### src/rtl/uart_rx_os.sv
// Oversampling UART receiver: two-flop synchroniser, mid-bit sampling with
// false-start rejection, optional parity, one or two stop bits, error flags.
module uart_rx_os #(
  parameter int CLK_DIV    = 16,
  parameter int DATA_BITS  = 8,
  parameter int PARITY_EN  = 0,
  parameter int PARITY_ODD = 0,
  parameter int STOP_BITS  = 1
) (
  input  logic                 clk,
  input  logic                 rst,
  input  logic                 rxd,
  output logic [DATA_BITS-1:0] bdata,
  output logic                 rx_ack,
  output logic                 rx_begin,
  output logic                 frame_err,
  output logic                 parity_err
);

  localparam int HALF = CLK_DIV / 2;
  localparam int CW   = $clog2(CLK_DIV);
  localparam int IW   = $clog2(DATA_BITS + 1);

  localparam logic [CW-1:0] CNT_ZERO      = CW'(0);
  localparam logic [CW-1:0] CNT_ONE       = CW'(1);
  localparam logic [CW-1:0] CNT_HALF_LAST = CW'(HALF - 1);
  localparam logic [CW-1:0] CNT_BIT_LAST  = CW'(CLK_DIV - 1);
  localparam logic [IW-1:0] IDX_ZERO      = IW'(0);
  localparam logic [IW-1:0] IDX_ONE       = IW'(1);
  localparam logic [IW-1:0] IDX_DATA_LAST = IW'(DATA_BITS - 1);
  localparam logic [IW-1:0] IDX_STOP_LAST = IW'(STOP_BITS - 1);
  localparam logic          HAS_PARITY    = (PARITY_EN != 0);
  localparam logic          ODD_PARITY    = (PARITY_ODD != 0);

  typedef enum logic [2:0] {IDLE, START, DATA, PARITY, STOP, DONE} state_t;

  // Expected parity bit for a received data word.
  function automatic logic parity_bit(input logic [DATA_BITS-1:0] word);
    return (^word) ^ ODD_PARITY;
  endfunction

  logic                 rxd_meta_r, rxd_sync_r, rxd_dly_r;
  logic                 start_cond_s;
  state_t               state_r, state_s;
  logic [CW-1:0]        cnt_r, cnt_s;
  logic [IW-1:0]        idx_r, idx_s;
  logic [DATA_BITS-1:0] shift_r, shift_s;
  logic                 frame_flag_r, frame_flag_s;
  logic                 parity_flag_r, parity_flag_s;
  logic                 sample_s;

  // Input synchroniser plus one delayed copy for falling-edge detection.
  always_ff @(posedge clk or posedge rst) begin
    if (rst) begin
      rxd_meta_r <= 1'b1;
      rxd_sync_r <= 1'b1;
      rxd_dly_r  <= 1'b1;
    end else begin
      rxd_meta_r <= rxd;
      rxd_sync_r <= rxd_meta_r;
      rxd_dly_r  <= rxd_sync_r;
    end
  end

  assign start_cond_s = rxd_dly_r & ~rxd_sync_r;
  assign sample_s     = (cnt_r == CNT_BIT_LAST);

  // Receiver state, divider, bit index, shift register and error flags.
  always_ff @(posedge clk or posedge rst) begin
    if (rst) begin
      state_r       <= IDLE;
      cnt_r         <= CNT_ZERO;
      idx_r         <= IDX_ZERO;
      shift_r       <= '0;
      frame_flag_r  <= 1'b0;
      parity_flag_r <= 1'b0;
    end else begin
      state_r       <= state_s;
      cnt_r         <= cnt_s;
      idx_r         <= idx_s;
      shift_r       <= shift_s;
      frame_flag_r  <= frame_flag_s;
      parity_flag_r <= parity_flag_s;
    end
  end

  // Next-state logic; every sampling state waits a full bit period so samples land mid-bit.
  always_comb begin
    state_s       = state_r;
    cnt_s         = cnt_r;
    idx_s         = idx_r;
    shift_s       = shift_r;
    frame_flag_s  = frame_flag_r;
    parity_flag_s = parity_flag_r;
    case (state_r)
      IDLE: begin
        if (start_cond_s) begin
          state_s = START;
          cnt_s   = CNT_ZERO;
        end else begin
          cnt_s = cnt_r;
        end
      end
      START: begin
        if (cnt_r == CNT_HALF_LAST) begin
          cnt_s   = CNT_ZERO;
          idx_s   = IDX_ZERO;
          state_s = rxd_sync_r ? IDLE : DATA;
        end else begin
          cnt_s = cnt_r + CNT_ONE;
        end
      end
      DATA: begin
        if (sample_s) begin
          cnt_s   = CNT_ZERO;
          shift_s = {rxd_sync_r, shift_r[DATA_BITS-1:1]};
          if (idx_r == IDX_DATA_LAST) begin
            idx_s   = IDX_ZERO;
            state_s = HAS_PARITY ? PARITY : STOP;
          end else begin
            idx_s = idx_r + IDX_ONE;
          end
        end else begin
          cnt_s = cnt_r + CNT_ONE;
        end
      end
      PARITY: begin
        if (sample_s) begin
          cnt_s   = CNT_ZERO;
          state_s = STOP;
          if (rxd_sync_r != parity_bit(shift_r)) begin
            parity_flag_s = 1'b1;
          end else begin
            parity_flag_s = parity_flag_r;
          end
        end else begin
          cnt_s = cnt_r + CNT_ONE;
        end
      end
      STOP: begin
        if (sample_s) begin
          cnt_s = CNT_ZERO;
          if (!rxd_sync_r) begin
            frame_flag_s = 1'b1;
          end else begin
            frame_flag_s = frame_flag_r;
          end
          if (idx_r == IDX_STOP_LAST) begin
            idx_s   = IDX_ZERO;
            state_s = DONE;
          end else begin
            idx_s = idx_r + IDX_ONE;
          end
        end else begin
          cnt_s = cnt_r + CNT_ONE;
        end
      end
      DONE: begin
        state_s       = IDLE;
        frame_flag_s  = 1'b0;
        parity_flag_s = 1'b0;
      end
      default: begin
        state_s = IDLE;
        cnt_s   = CNT_ZERO;
        idx_s   = IDX_ZERO;
      end
    endcase
  end

  // Registered outputs: the word and its flags are published together with rx_ack.
  always_ff @(posedge clk or posedge rst) begin
    if (rst) begin
      bdata      <= '0;
      rx_ack     <= 1'b0;
      rx_begin   <= 1'b0;
      frame_err  <= 1'b0;
      parity_err <= 1'b0;
    end else begin
      rx_ack   <= (state_r == DONE);
      rx_begin <= (state_s == START) || (state_s == DATA) ||
                  (state_s == PARITY) || (state_s == STOP);
      if (state_r == DONE) begin
        bdata      <= shift_r;
        frame_err  <= frame_flag_r;
        parity_err <= parity_flag_r;
      end else begin
        bdata      <= bdata;
        frame_err  <= frame_err;
        parity_err <= parity_err;
      end
    end
  end

endmodule

### config.mk
export PLATFORM = sky130hd
export DESIGN_NAME = uart_rx_os
export DESIGN_NICKNAME = d
export VERILOG_FILES = /design/src/rtl/uart_rx_os.sv
export SDC_FILE = /design/constraint.sdc
export NUM_CORES = 1
export LEC_CHECK = 0
export BUFFER_PORTS_ARGS = -buffer_cell sky130_fd_sc_hd__buf_4
export CAP_MARGIN = 20
export CORE_MARGIN = 1
export CORE_UTILIZATION = 55
export CTS_BUF_LIST = sky130_fd_sc_hd__clkbuf_2
export CTS_CLUSTER_DIAMETER = 60
export DETAILED_ROUTE_END_ITERATION = 8
export GPL_TIMING_DRIVEN = 0
export HOLD_SLACK_MARGIN = 0.03
export MAX_ROUTING_LAYER = met4
export PLACE_DENSITY = 0.77
export SYNTH_ARGS = -nofsm -noshare
export SYNTH_HDL_FRONTEND = slang
export SYNTH_SLANG_ARGS = --single-unit
### constraint.sdc
create_clock -name clk -period 1.5 [get_ports clk]
set_input_delay 0.3 -clock clk [delete_from_list [all_inputs] [get_ports clk]]
set_output_delay 0.3 -clock clk [all_outputs]
set_load 0.02 [all_outputs]
=== Word level (Yosys, flattened, before mapping) ===
Cells that the tools add are included.

* Flip-flop bits (word level): 36
* Bits of input ports: 3
* Output and inout bits: 12
* Logic and storage cells: 80

* $add $sub $neg: 2
* Eq/ne operators: 20
* Multiplexer cells: 25
* Bitwise logic cells: 4
* Reductions and logical operators: 15

{| class="wikitable"
|+ Operators with widths
! operator !! number
|-
| $mux 4 || 8
|-
| $pmux 4 s4 || 2
|-
| $mux 3 || 7
|-
| $pmux 3 s5 || 1
|-
| $ne 2x2->1 const B || 7
|-
| $eq 3x2->1 const B || 4
|-
| $eq 3x3->1 const B || 3
|-
| $add 4x1->4 const B || 2
|-
| $eq 4x3->1 const B || 2
|-
| $reduce_xor 8->1 || 1
|-
| $eq 3x1->1 const B || 2
|-
| $reduce_and 3->1 || 2
|-
| $reduce_or 3->1 || 2
|-
| $eq 4x4->1 const B || 1
|-
| $logic_not 4->1 || 1
|-
| $mux 1 || 4
|-
| $pmux 1 s2 || 2
|-
| $reduce_and 2->1 || 2
|-
| $reduce_and 4->1 || 1
|-
| $reduce_bool 2->1 || 2
|-
| $logic_not 3->1 || 1
|-
| $logic_or 1x1->1 || 3
|-
| $not 1->1 || 3
|-
| $mux 2 || 1
|-
| other kinds (2) || 2
|}

=== Logic depth before layout (Yosys ltp) ===
* Depth after elaboration: 8
* Depth in mapped cells: 7
* Mapped depth without buffers: 7

=== Worst setup path before layout ===
OpenSTA, ideal clock, no wires.

* Path type: reg2reg
* Start: register idx_r[0]
* End: register rx_begin
* Library setup time: 0.066 ns
* Arrival: 1.517 ns
* Data required time: 1.434 ns
* Setup slack: -0.083 ns
* Stages on the path, launching flop included: 7
* Buffers on the path: 0
* Period minus slack after synthesis: 1.583 ns
* Cells stage by stage: dfrtp_1 > inv_1 > ha_1 > or3b_2 > or3_4 > nand2_2 > o31a_1

* Cells in the longest elaborated chain, start to end: 8
* Elaborated cells on any way between the ends: 14
* Those cells by class: eq/ne: 5; mux: 5; reduce/logical: 4

{| class="wikitable"
|+ Ends and longest elaborated chain
! what !! RTL line !! source
|-
| start: declaration || 46 || <nowiki>logic [IW-1:0] idx_r, idx_s;</nowiki>
|-
| start signal: assignment || 80 || <nowiki>idx_r <= idx_s;</nowiki>
|-
| $eq 4x3->1 or $logic_not 4->1 (tied branches) || 117, 148 ||
|-
| $mux 3 (on tied branches) || 117, 148 ||
|-
| $mux 3 (on tied branches) || 114, 141 ||
|-
| $pmux 3 s5 * || 95 || <nowiki>case (state_r)</nowiki>
|-
| via state_s[0] || 44 || <nowiki>state_t state_r, state_s;</nowiki>
|-
| $eq 3x1->1 or $eq 3x2->1 (tied branches) || 181 || <nowiki>rx_begin <= (state_s == START) || (state_s == DATA) ||</nowiki>
|-
| $logic_or 1x1->1 (2 in series) || 181 ||
|-
| $logic_or 1x1->1 * || 182 || <nowiki>(state_s == PARITY) || (state_s == STOP);</nowiki>
|-
| end signal: assignment || 181 ||
|-
| end: declaration || 15 || <nowiki>output logic rx_begin,</nowiki>
|}

Mark *: on every way through the listed nets, which the timed path passes. The rest lies on a longest branch.
A chain may end at the register's enable or synchronous reset.

=== Worst setup path after layout ===
* Start: register state_r[2]
* End: register idx_r[3]

* Cells in the longest elaborated chain, start to end: 4
* Elaborated cells on any way between the ends: 13
* Those cells by class: eq/ne: 8; mux: 1; bitwise: 1; reduce/logical: 3

{| class="wikitable"
|+ Ends and longest elaborated chain
! what !! RTL line !! source
|-
| start: declaration || 44 ||
|-
| start signal: assignment || 78 || <nowiki>state_r <= state_s;</nowiki>
|-
| $eq 3x3->1 (tied with other cells) || 95 ||
|-
| $reduce_or 3->1 (no source line) || n/a ||
|-
| $not 1->1 (no source line) || n/a ||
|-
| $reduce_and 4->1 (no source line) || n/a ||
|}

Several ways; a longest one is shown, not always the timed one.

==> results.toml <==
[status]
outcome = "finished with violations"
failed_checks = "DRC, setup timing"

[setup_path]
timing.critical_path.from = "state_r[2]$_DFF_PP0_"
worst-path-max-fanout = 5
crit_required_ps = 1790
rrSetupSlack_ps = -160
endpoint_kind = "flip-flop"
critPathArrivalTime_ps = 1950
critical_path.startpoint_type = "flip-flop"
crit_path_category = "flip-flop to flip-flop"
cp_slowest_stage_delay_ps = 570
critical_path.cell_chain = "or4b_4, o31ai_4, a32oi_2, a21oi_1, o22ai_1"
critical_path.slowest_cell = "sky130_fd_sc_hd__or4b_4"
worst_r2r_startpoint = "state_r[2]$_DFF_PP0_"

[pwr]
cellLeakagePower_nw = 1.058
power.ir.vdd_worst_v = 0.001010
power_density_nw_per_um2 = 1318

[clock_tree]
cts.sinks = 36
cts-buffers-inserted = 5
clockBufferDepth = 2
path_clk_slew_ps = 180
tritoncts_clock_tree = "yes"
maximum_level_of_the_cts_h_tree = 2
cts_root_buffer = "sky130_fd_sc_hd__clkbuf_2"
clock_insertion_delay_worst_skew_ps = 380

[synth]
ys_ff_latch = 36
seq_area_frac_synth = 0.5364
synth.distinct_cells = 41
mappedNetlistNets = 158
syn_area_um2 = 1687
synthesis.area_per_instance_um2 = 11.10
yosysWarnings = 0
synth_cells = 152

[sta]
setup_ws_ps = -156.9
max-slew-margin-rel = 0.6973
setup_repair_after_global_routing_missed_its_margin = "yes"
final.setup.tns_ps = -875.5
setup_viol = 14
fmaxAchievable_mhz = 603.5
slew_violations = 0
finalHoldViolations = 0
final.period_utilization = 1.105
worstMarginPinSlew_ps = 453.6
post-route-min-period_ps = 1657
clock-skew-final_ps = 14.03

[job]
max_cap_violations = 0

[drt]
num_vias = 1252
detail-route-antenna-nets = 0
first_iter_violations = 33
detail_route.vias_per_cell = 5.640
detail_route.drc_violations = 2
wl_per_cell_um = 15.10
dr.pass1.iters = 6
route.final.wire_length_um = 3353

[grt]
grtUsageTotal = 0.2172
first_global_vias = 1173
grt_first_pass_wirelength_um = 5195
antenna_found_initial = 0
grt_start_max_net_pins = 27
grt_overflow_total = 0

[die]
die_width_um = 57.38
floorplan.initialDensity = 0.5962
core-area_um2 = 2829
number_of_cell_rows = 19
die_area_um2 = 3292
chipHeight_um = 57.38
pin_count = 15

[placement]
detailedPlacementHpwl_um = 2098
place_worst_setup_slack_ps = -272.9
post-place-cells = 198
placement.io_buffers = 14
final_weighted_congestion_of_routability_driven_global_placement = 0.8946

[final_layout]
area.growth.synth_to_final_pct = 28.49
mostFrequentLayoutCells = "sky130_fd_sc_hd__dfrtp_1, sky130_fd_sc_hd__buf_4, sky130_fd_sc_hd__nand2_1"
final-seq-area_um2 = 905.9
multiInputGateArea_um2 = 857.1
layout_commonest_cell = "sky130_fd_sc_hd__dfrtp_1"
final_cells = 222
final_net_count = 196
drive_above_1_share = 0.4398
fillerInstances = 168
diodes = 0

[hold_path]
hold_start = "rxd_meta_r$_DFF_PP1_"
hp-class = "flip-flop to flip-flop"
[flip-flops by register name, indices dropped and copies added, names as in the netlist, 3 cells and up]
| signal | flops |
|---|---|
| bdata | 8 |
| shift_r | 8 |
| cnt_r | 4 |
| idx_r | 4 |
| state_r | 3 |
[repair_timing]
| action | in CTS | in global routing |
|---|---|---|
| gates resized for setup | 7 | 24 |
| endpoints found under the hold margin | 9 | 0 |
| pin swaps | 7 | 6 |
| endpoints found under the setup margin | 16 | 28 |
| gates cloned | 0 | 1 |
| buffers inserted | 4 | 9 |
| hold buffers | 2 | 0 |
[cells by family (layout without fill, tap and decap cells)]
kind of cell / Yosys count / after routing / synth area share
mux: 15 / 15 / 0.1001
fa+ha+maj: 3 / 3 / 0.02226
flops: 36 / 36 / 0.5364
compound gates: 27 / 27 / 0.1083
buf+inv: 13 / 51 / 0.03635
simple gates: 48 / 49 / 0.1447
xor+xnor: 10 / 10 / 0.05193
[metal layers]
layer,track usage,up-vias,wire [um]
met5,-,-,0
met4,0.09756,0,90
met3,0.06122,14,153
met2,0.3272,36,1563
met1,0.2725,600,1545
li1,-,602,-
[synthesized netlist by cell type]
| library cell | number | share of area |
|---|---|---|
| sky130_fd_sc_hd__dfrtp_1 | 33 | 0.49 |
| sky130_fd_sc_hd__nand2_1 | 22 | 0.049 |
| sky130_fd_sc_hd__mux2_2 | 15 | 0.10 |
| sky130_fd_sc_hd__inv_1 | 8 | 0.018 |
| sky130_fd_sc_hd__xnor2_1 | 8 | 0.042 |
| sky130_fd_sc_hd__nor2_1 | 7 | 0.016 |
| sky130_fd_sc_hd__a21oi_1 | 6 | 0.018 |
| sky130_fd_sc_hd__nand3_1 | 5 | 0.015 |
| sky130_fd_sc_hd__o21ai_0 | 5 | 0.015 |
| sky130_fd_sc_hd__buf_2 | 4 | 0.012 |
| sky130_fd_sc_hd__dfstp_2 | 3 | 0.047 |
| sky130_fd_sc_hd__ha_1 | 3 | 0.022 |
| sky130_fd_sc_hd__a21o_1 | 2 | 0.0089 |
| sky130_fd_sc_hd__nand2b_1 | 2 | 0.0074 |
| sky130_fd_sc_hd__o21ai_1 | 2 | 0.0059 |
| sky130_fd_sc_hd__xor2_1 | 2 | 0.010 |
| sky130_fd_sc_hd__a22o_1 | 1 | 0.0052 |
| sky130_fd_sc_hd__a31o_2 | 1 | 0.0052 |
| sky130_fd_sc_hd__a31oi_1 | 1 | 0.0037 |
| sky130_fd_sc_hd__a32o_2 | 1 | 0.0067 |
| sky130_fd_sc_hd__a32oi_1 | 1 | 0.0052 |
| sky130_fd_sc_hd__buf_6 | 1 | 0.0067 |
| sky130_fd_sc_hd__nand2_2 | 1 | 0.0037 |
| sky130_fd_sc_hd__nor2_2 | 1 | 0.0037 |
| sky130_fd_sc_hd__nor2b_1 | 1 | 0.0037 |
| sky130_fd_sc_hd__nor3_1 | 1 | 0.0030 |
| sky130_fd_sc_hd__nor3b_1 | 1 | 0.0045 |
| sky130_fd_sc_hd__nor4_1 | 1 | 0.0037 |
| sky130_fd_sc_hd__o211ai_1 | 1 | 0.0045 |
| sky130_fd_sc_hd__o21a_1 | 1 | 0.0045 |
| sky130_fd_sc_hd__o21bai_1 | 1 | 0.0045 |
| sky130_fd_sc_hd__o22ai_1 | 1 | 0.0037 |
| sky130_fd_sc_hd__o2bb2ai_1 | 1 | 0.0052 |
| sky130_fd_sc_hd__o31a_1 | 1 | 0.0052 |
| sky130_fd_sc_hd__o31ai_2 | 1 | 0.0074 |
| sky130_fd_sc_hd__or2_2 | 1 | 0.0037 |
| sky130_fd_sc_hd__or3_4 | 1 | 0.0067 |
| sky130_fd_sc_hd__or3b_1 | 1 | 0.0052 |
| sky130_fd_sc_hd__or3b_2 | 1 | 0.0052 |
| sky130_fd_sc_hd__or3b_4 | 1 | 0.0067 |
| sky130_fd_sc_hd__or4b_4 | 1 | 0.0082 |
[power breakdown]
| group | leakage, nW | internal, mW | total (mW) | switching [mW] |
|---|---|---|---|---|
| clock network | 0.0266 | 0.116 | 0.439 | 0.323 |
| registers | 0.477 | 1.08 | 1.17 | 0.0906 |
| logic | 0.554 | 0.606 | 1.24 | 0.637 |
[per-stage QoR]
stage | util | total power, mW | area, um^2 | hold slack [ps]
after floorplan | - | 1.837 | 1720 | 304.5
after global placement | 0.6590 | 1.969 | 1864 | 346.8
after detailed placement | 0.6661 | 2.000 | 1884 | 341.6
after CTS | 0.7081 | 2.529 | 2003 | 369.2
after global routing | 0.7660 | 2.998 | 2167 | 371.0
final | 0.7660 | 2.856 | 2167 | 367.7
[layout make-up]
class                      instances  share of cell area
sequential                        36              0.4180
multi-input combinational        104              0.3955
timing repair buffer              30              0.1172
buffer                             5             0.01848
tap                               31             0.01790
clock buffer                       6             0.01386
inverter                           8             0.01386
clock inverter                     2            0.005196
[worst max-delay path: cells and delay by family, from the launching register on]
family	cells	cell delay, ps
AND/OR/NAND/NOR	1	570
AO/OA/AOI/OAI	4	530
flip-flops	1	470
[path summary, 6_finish.rpt]
kind                                              to  cells after the start
max in group asynchronous        rxd_dly_r$_DFF_PP1_                      4
worst max register to register  idx_r[3]$_DFFE_PP0P_                      5
worst min register to register  rxd_sync_r$_DFF_PP1_                      0
min in group asynchronous       cnt_r[1]$_DFFE_PP0P_                      3
worst min-delay path            rxd_sync_r$_DFF_PP1_                      0
worst max-delay path            idx_r[3]$_DFFE_PP0P_                      5
Power figures use the tool's default switching activity.
